<file path="src/rtl/pim_arb_pkg.sv">
`default_nettype none
// ---------------------------------------------------------------------------
// pim_arb_pkg : address field widths and id-width helper for pim_req_arbiter
// Rev 1.0
// ---------------------------------------------------------------------------
package pim_arb_pkg;

    localparam int BANK_W = 3;
    localparam int ROW_W  = 14;

    function automatic int id_width(input int n);
        return (n > 1) ? $clog2(n) : 1;
    endfunction

endpackage
`default_nettype wire

</file>
<file path="src/rtl/pim_tag_fifo.sv">
`default_nettype none
// ---------------------------------------------------------------------------
// pim_tag_fifo : synchronous FIFO of requester ids for in-order response routing
// Rev 1.0
// ---------------------------------------------------------------------------
module pim_tag_fifo #(
    parameter int W     = 2,
    parameter int DEPTH = 4
) (
    input  logic                       clk,
    input  logic                       rst,
    input  logic                       push_i,
    input  logic [W-1:0]               push_data_i,
    input  logic                       pop_i,
    output logic [W-1:0]               pop_data_o,
    output logic                       full_o,
    output logic                       empty_o,
    output logic [$clog2(DEPTH):0]     count_o
);
    localparam int AW = (DEPTH > 1) ? $clog2(DEPTH) : 1;
    localparam int CW = $clog2(DEPTH) + 1;

    logic [W-1:0]  mem_q [DEPTH];
    logic [AW-1:0] wr_ptr_q, wr_ptr_d;
    logic [AW-1:0] rd_ptr_q, rd_ptr_d;
    logic [CW-1:0] count_q, count_d;
    logic          do_push, do_pop;

    assign empty_o    = (count_q == '0);
    assign full_o     = (count_q == CW'(DEPTH));
    assign count_o    = count_q;
    assign pop_data_o = mem_q[rd_ptr_q];

    // A push into a full FIFO is only legal when the head leaves in the same cycle
    assign do_pop  = pop_i && !empty_o;
    assign do_push = push_i && (!full_o || do_pop);

    always_comb begin
        wr_ptr_d = wr_ptr_q;
        rd_ptr_d = rd_ptr_q;
        count_d  = count_q;
        if (do_push) wr_ptr_d = (wr_ptr_q == AW'(DEPTH - 1)) ? '0 : wr_ptr_q + 1'b1;
        if (do_pop)  rd_ptr_d = (rd_ptr_q == AW'(DEPTH - 1)) ? '0 : rd_ptr_q + 1'b1;
        if (do_push && !do_pop)      count_d = count_q + 1'b1;
        else if (do_pop && !do_push) count_d = count_q - 1'b1;
    end

    always_ff @(posedge clk or posedge rst) begin
        if (rst) begin
            wr_ptr_q <= '0;
            rd_ptr_q <= '0;
            count_q  <= '0;
        end else begin
            wr_ptr_q <= wr_ptr_d;
            rd_ptr_q <= rd_ptr_d;
            count_q  <= count_d;
        end
    end

    always_ff @(posedge clk) begin
        if (do_push) mem_q[wr_ptr_q] <= push_data_i;
    end

endmodule
`default_nettype wire

</file>
<file path="src/rtl/pim_req_arbiter.sv">
`default_nettype none
// ---------------------------------------------------------------------------
// pim_req_arbiter : row-hit-first round-robin front end for the DDR3 controller
// Rev 1.0
// ---------------------------------------------------------------------------
module pim_req_arbiter
    import pim_arb_pkg::*;
#(
    parameter int NUM_REQ    = 4,
    parameter int ADDR_W     = 32,
    parameter int DATA_W     = 512,
    parameter int MAX_OUT    = 4,
    parameter int ROW_LSB    = 13,
    parameter int BANK_LSB   = 10,
    parameter int STARVE_MAX = 8
) (
    input  logic                        clk,
    input  logic                        rst,
    input  logic [NUM_REQ-1:0]          up_req_valid,
    output logic [NUM_REQ-1:0]          up_req_ready,
    input  logic [NUM_REQ*ADDR_W-1:0]   up_req_addr,
    output logic [NUM_REQ-1:0]          up_resp_valid,
    input  logic [NUM_REQ-1:0]          up_resp_ready,
    output logic [DATA_W-1:0]           up_resp_data,
    output logic                        dn_req_valid,
    input  logic                        dn_req_ready,
    output logic [ADDR_W-1:0]           dn_req_addr,
    input  logic                        dn_resp_valid,
    output logic                        dn_resp_ready,
    input  logic [DATA_W-1:0]           dn_resp_data,
    output logic [31:0]                 grant_count,
    output logic [31:0]                 hit_count,
    output logic                        resp_err
);
    localparam int IDW = id_width(NUM_REQ);
    localparam int CW  = $clog2(MAX_OUT) + 1;
    localparam int SW  = $clog2(STARVE_MAX + 1);

    logic              slot_vld_q, slot_vld_d;
    logic [ADDR_W-1:0] slot_addr_q, slot_addr_d;
    logic [IDW-1:0]    slot_id_q, slot_id_d;
    logic [IDW-1:0]    rr_ptr_q, rr_ptr_d;
    logic [SW-1:0]     streak_q, streak_d;
    logic              open_valid_q, open_valid_d;
    logic [BANK_W-1:0] open_bank_q, open_bank_d;
    logic [ROW_W-1:0]  open_row_q, open_row_d;
    logic [31:0]       grant_cnt_q, grant_cnt_d;
    logic [31:0]       hit_cnt_q, hit_cnt_d;
    logic              resp_err_q, resp_err_d;

    logic [NUM_REQ-1:0] hit_vec, cand;
    logic               use_hit, found, grant, grant_en, win_hit, dn_acc;
    logic [IDW-1:0]     win_idx;
    logic [ADDR_W-1:0]  win_addr;
    int                 idx;

    logic               fifo_pop, fifo_full, fifo_empty;
    logic [IDW-1:0]     head_id;
    logic [CW-1:0]      fifo_count;

    for (genvar i = 0; i < NUM_REQ; i++) begin : g_hit
        wire [ADDR_W-1:0] a = up_req_addr[i*ADDR_W +: ADDR_W];
        assign hit_vec[i] = up_req_valid[i] && open_valid_q
                         && (a[BANK_LSB +: BANK_W] == open_bank_q)
                         && (a[ROW_LSB +: ROW_W] == open_row_q);
    end

    assign dn_acc   = slot_vld_q && dn_req_ready;
    // The slot counts against the outstanding limit since it becomes a tag on accept
    assign grant_en = (!slot_vld_q || dn_acc) && !fifo_full
                   && ((fifo_count + CW'(slot_vld_q)) < CW'(MAX_OUT));
    assign use_hit  = (|hit_vec) && (streak_q < SW'(STARVE_MAX));
    assign cand     = use_hit ? hit_vec : up_req_valid;

    always_comb begin
        found    = 1'b0;
        win_idx  = '0;
        win_addr = '0;
        win_hit  = 1'b0;
        idx      = 0;
        for (int k = 0; k < NUM_REQ; k++) begin
            idx = int'(rr_ptr_q) + k;
            if (idx >= NUM_REQ) idx = idx - NUM_REQ;
            if (!found && cand[idx]) begin
                found    = 1'b1;
                win_idx  = IDW'(idx);
                win_addr = up_req_addr[idx*ADDR_W +: ADDR_W];
                win_hit  = hit_vec[idx];
            end
        end
    end

    assign grant = found && grant_en && !rst;

    always_comb begin
        up_req_ready = '0;
        if (grant) up_req_ready[win_idx] = 1'b1;
    end

    always_comb begin
        slot_vld_d   = slot_vld_q;
        slot_addr_d  = slot_addr_q;
        slot_id_d    = slot_id_q;
        rr_ptr_d     = rr_ptr_q;
        streak_d     = streak_q;
        open_valid_d = open_valid_q;
        open_bank_d  = open_bank_q;
        open_row_d   = open_row_q;
        grant_cnt_d  = grant_cnt_q;
        hit_cnt_d    = hit_cnt_q;
        resp_err_d   = resp_err_q || (dn_resp_valid && fifo_empty);
        if (dn_acc) slot_vld_d = 1'b0;
        if (grant) begin
            slot_vld_d   = 1'b1;
            slot_addr_d  = win_addr;
            slot_id_d    = win_idx;
            rr_ptr_d     = (win_idx == IDW'(NUM_REQ - 1)) ? '0 : win_idx + 1'b1;
            open_valid_d = 1'b1;
            open_bank_d  = win_addr[BANK_LSB +: BANK_W];
            open_row_d   = win_addr[ROW_LSB +: ROW_W];
            grant_cnt_d  = grant_cnt_q + 32'd1;
            if (win_hit) begin
                hit_cnt_d = hit_cnt_q + 32'd1;
                streak_d  = (streak_q == SW'(STARVE_MAX)) ? streak_q : streak_q + 1'b1;
            end else begin
                streak_d  = '0;
            end
        end
    end

    always_ff @(posedge clk or posedge rst) begin
        if (rst) begin
            slot_vld_q   <= 1'b0;
            slot_addr_q  <= '0;
            slot_id_q    <= '0;
            rr_ptr_q     <= '0;
            streak_q     <= '0;
            open_valid_q <= 1'b0;
            open_bank_q  <= '0;
            open_row_q   <= '0;
            grant_cnt_q  <= '0;
            hit_cnt_q    <= '0;
            resp_err_q   <= 1'b0;
        end else begin
            slot_vld_q   <= slot_vld_d;
            slot_addr_q  <= slot_addr_d;
            slot_id_q    <= slot_id_d;
            rr_ptr_q     <= rr_ptr_d;
            streak_q     <= streak_d;
            open_valid_q <= open_valid_d;
            open_bank_q  <= open_bank_d;
            open_row_q   <= open_row_d;
            grant_cnt_q  <= grant_cnt_d;
            hit_cnt_q    <= hit_cnt_d;
            resp_err_q   <= resp_err_d;
        end
    end

    pim_tag_fifo #(
        .W     (IDW),
        .DEPTH (MAX_OUT)
    ) u_tag_fifo (
        .clk         (clk),
        .rst         (rst),
        .push_i      (dn_acc),
        .push_data_i (slot_id_q),
        .pop_i       (fifo_pop),
        .pop_data_o  (head_id),
        .full_o      (fifo_full),
        .empty_o     (fifo_empty),
        .count_o     (fifo_count)
    );

    // With no tag outstanding the response is swallowed and flagged
    assign fifo_pop      = dn_resp_valid && !fifo_empty && up_resp_ready[head_id];
    assign dn_resp_ready = fifo_empty ? 1'b1 : up_resp_ready[head_id];

    always_comb begin
        up_resp_valid = '0;
        if (dn_resp_valid && !fifo_empty) up_resp_valid[head_id] = 1'b1;
    end

    assign up_resp_data = dn_resp_data;
    assign dn_req_valid = slot_vld_q;
    assign dn_req_addr  = slot_addr_q;
    assign grant_count  = grant_cnt_q;
    assign hit_count    = hit_cnt_q;
    assign resp_err     = resp_err_q;

endmodule
`default_nettype wire

</file>
<file path="config.mk">
export PLATFORM = sky130hd
export DESIGN_NAME = pim_req_arbiter
export DESIGN_NICKNAME = d
export VERILOG_FILES = /design/src/rtl/pim_arb_pkg.sv /design/src/rtl/pim_tag_fifo.sv /design/src/rtl/pim_req_arbiter.sv
export SDC_FILE = /design/constraint.sdc
export NUM_CORES = 1
export LEC_CHECK = 0
export ABC_AREA = 0
export CAP_MARGIN = 20
export CORE_AREA = 2 2 494 496
export DETAILED_ROUTE_END_ITERATION = 12
export DIE_AREA = 0 0 496 498
export HOLD_SLACK_MARGIN = 0.06
export SYNTH_ARGS = -nofsm -noshare
export SYNTH_HDL_FRONTEND = slang
export SYNTH_SLANG_ARGS = --single-unit
</file>
<file path="constraint.sdc">
create_clock -name clk -period 12.9 [get_ports clk]
set_input_delay 2.58 -clock clk [delete_from_list [all_inputs] [get_ports clk]]
set_output_delay 2.58 -clock clk [all_outputs]
set_load 0.02 [all_outputs]
</file>
==> impl_metrics.toml <==
[yosys]
synthFlopType = "dfrtp_1"
synth_top_family_by_area = "buffers and inverters"
synth-xor-area-share = 0.0798
synth_adder_area_share = 0.0175
async_flop_share = 0.934
synth_largest_area_cell = "buf_4"
synth_compound_area_frac = 0.0751
synth_nets = 2253
syn-cell-area_um2 = 14700
syn_inst = 1581
ys_top_cells_by_area = "buf_4, dfrtp_1, mux4_2, mux2i_1, xor2_1"
yosys.area_share.simple = 0.101
ys_ff_latch = 122
synth_top_area_share = 0.263
syn_area_per_cell_um2 = 9.30
synth_edf_count = 8
yosys_warnings = 0
ys_seq_area_frac = 0.210
synth_cell_type_count = 53
muxShareOfSynthArea = 0.215

[sta]
worst_clock_skew_ps = 46.9
max_slew_margin = 0.293
setup_tns_ps = 0
finalSetupViolations = 0
rsz0062_at_grt = "no"
hold_viol_final = 0
finalCritPeriodShare = 0.808
min_period_ps = 10420
slew_viol_final = 0
worst_slew_pin_slew_ps = 1060
fmaxAchievable_ghz = 0.0960

[floorplanning]
rows = 181
die-area_um2 = 247000
initial_core_util = 0.0608
die_w_um = 496
num_io_pins = 1271
fp.dieH_um = 498
core_um2 = 242000

[global_routing]
grt_max_degree = 84
track_usage = 0.107
grt_pass1_vias = 10640
antenna_found_initial = 18
grt_first_pass_wirelength_um = 160000
grt_overflow_total = 0

[worst_setup_path]
end_kind = "primary output"
critPathSlowestCell = "o41a_2"
crit_cells = 11
start_kind = "input pin"
crit_family = "simple AND/OR/NAND/NOR gates"
crit_required_ps = 10320
worstPathMaxFanout = 29
slowest_delay_ps = 890
path_buf_inv = 2
path_class = "in2out"
r2r_cells = 14
path_common_cell = "clkdlybuf4s50_1"
arrival_ps = 7840
crit_path_cell_trace = "clkdlybuf4s50_1 -> xnor2_1 -> nand4_1 -> nor2_1 -> nand4_2 -> a31oi_1 -> o22ai_1 -> mux4_2 -> o41a_2 -> and2_1 -> clkdlybuf4s50_1"

[cts]
cts_tree = "built"
cts-hold-fix-buffers = 0
clk_latency_ps = 550
h-tree-depth = 4
numCtsBuffers = 17
cts_resized = 0
clock_path_buffers = 2
cts_sinks = 122
cts_setup_buffers = 0
path_clk_slew_ps = 100
cts_root_buffer = "clkbuf_16"

[finish]
layout_common_cells = "clkdlybuf4s50_1, dfrtp_1, nand2_1"
drive_gt1_frac = 0.171
multi_input_area_um2 = 7290
layout_commonest_cell = "clkdlybuf4s50_1"
seqCellArea_um2 = 3100
area.growth.synth_to_final_pct = 22.2
nets = 1955
fill_cells = 28234

[drt]
avgRoutedWirePerCell_um = 30.4
drc = 0
vias = 11009
drt_iter0_drc = 1096
vias_per_cell = 2.44
final_antenna_net_count = 0
firstDrtPassIters = 7
finalWirelength_um = 137000

[worst_hold_path]
worstHoldPathCells = 1
min_path_type = "reg2reg"

[pwr]
leakage_nw = 5.81
powerDensity_nw_per_um2 = 192
vdd_ir_drop_max_mv = 0.174
power.total_w = 0.00345

[placement]
port_buffers = 246
place_congestion = 0.812
dp_hpwl_um = 121000

[status]
status = "finished clean"

[job]
drv_cap = 0
==> flip-flops by register name (all words and copies together), names as in the netlist <==
name / cells
dn_req_addr: 32
grant_count: 32
hit_count: 32
u_tag_fifo.mem_q: 8
streak_q: 4
u_tag_fifo.count_o: 3
rr_ptr_q: 2
slot_id_q: 2
u_tag_fifo.rd_ptr_q: 2
u_tag_fifo.wr_ptr_q: 2
dn_req_valid: 1
open_valid_q: 1
resp_err: 1
==> where the power goes <==
group | internal, W | switching (W)
Sequential | 0.000474 | 0.000183
Combinational | 0.000923 | 0.00132
Clock | 0.000284 | 0.000266
Total | 0.00168 | 0.00177
==> area by class of cell <==
type | instances | area share
flip-flops and latches | 122 | 0.172
well taps | 3202 | 0.223
diodes | 12 | 0.00167
clock buffers | 17 | 0.0237
inverters | 58 | 0.0124
clock inverters | 14 | 0.00829
multi-input cells | 803 | 0.406
repair buffers | 281 | 0.153
==> kinds of logic after synthesis <==
group,after synthesis
compound gates,174
xor+xnor,134
fa+ha+maj,20
buf+inv,656
flops,122
mux,191
simple gates,284
==> worst reg2reg max path: cells and delay by family, from the launching register on <==
family | cells | cell delay (ps)
AO/OA/AOI/OAI | 4 | 1040
XOR/XNOR | 1 | 370
buffers and inverters | 3 | 1090
flip-flops | 1 | 580
multiplexers | 1 | 700
AND/OR/NAND/NOR | 5 | 2330
==> final timing paths <==
check | start | endpoint | slack (ps)
max | up_req_addr[15] | up_req_ready[1] | 2480
min | resp_err | resp_err | 470
max reg2reg | dn_req_addr[15] | dn_req_addr[2] | 6710
min reg2reg | resp_err | resp_err | 470
max in group asynchronous | rst | dn_req_addr[0] | 8950
min in group asynchronous | rst | grant_count[3] | 2600
==> cell usage after synthesis (13+ instances only) <==
master / number
nor3_1: 31
nand3_1: 33
buf_4: 515
o21ai_1: 17
a211oi_1: 21
nand2_1: 106
nor4_2: 13
mux2_2: 14
nand4_1: 16
ha_1: 19
buf_2: 21
o21ai_0: 57
clkbuf_1: 49
mux4_2: 98
dfrtp_1: 114
xor2_1: 72
inv_1: 57
a21oi_1: 17
o22ai_1: 34
mux2i_1: 78
nor2_1: 29
xnor2_1: 62
==> metal layers <==
| layer | routed length (um) | up-vias | global-route usage |
|---|---|---|---|
| met5 | 275 | - | 0.00724 |
| met4 | 9270 | 12 | 0.0703 |
| met3 | 41700 | 354 | 0.148 |
| met2 | 62200 | 1090 | 0.167 |
| met1 | 23700 | 5145 | 0.0538 |
| li1 | - | 4408 | - |
==> stage by stage <==
step           cell area [um2]  hold WS, ps  instances    util  worst slack (ps)
5_1_grt                  17900          498       4500  0.0742              2350
2_1_floorplan            14700          472       1581       -              4990
3_3_place_gp             17300          444       4463  0.0717              2470
3_5_place_dp             17400          450       4466  0.0718              2340
6_report                 18000          467       4509  0.0743              2480
4_1_cts                  17900          477       4497  0.0742              2360
No activity file was read; power rests on OpenSTA's default activity.
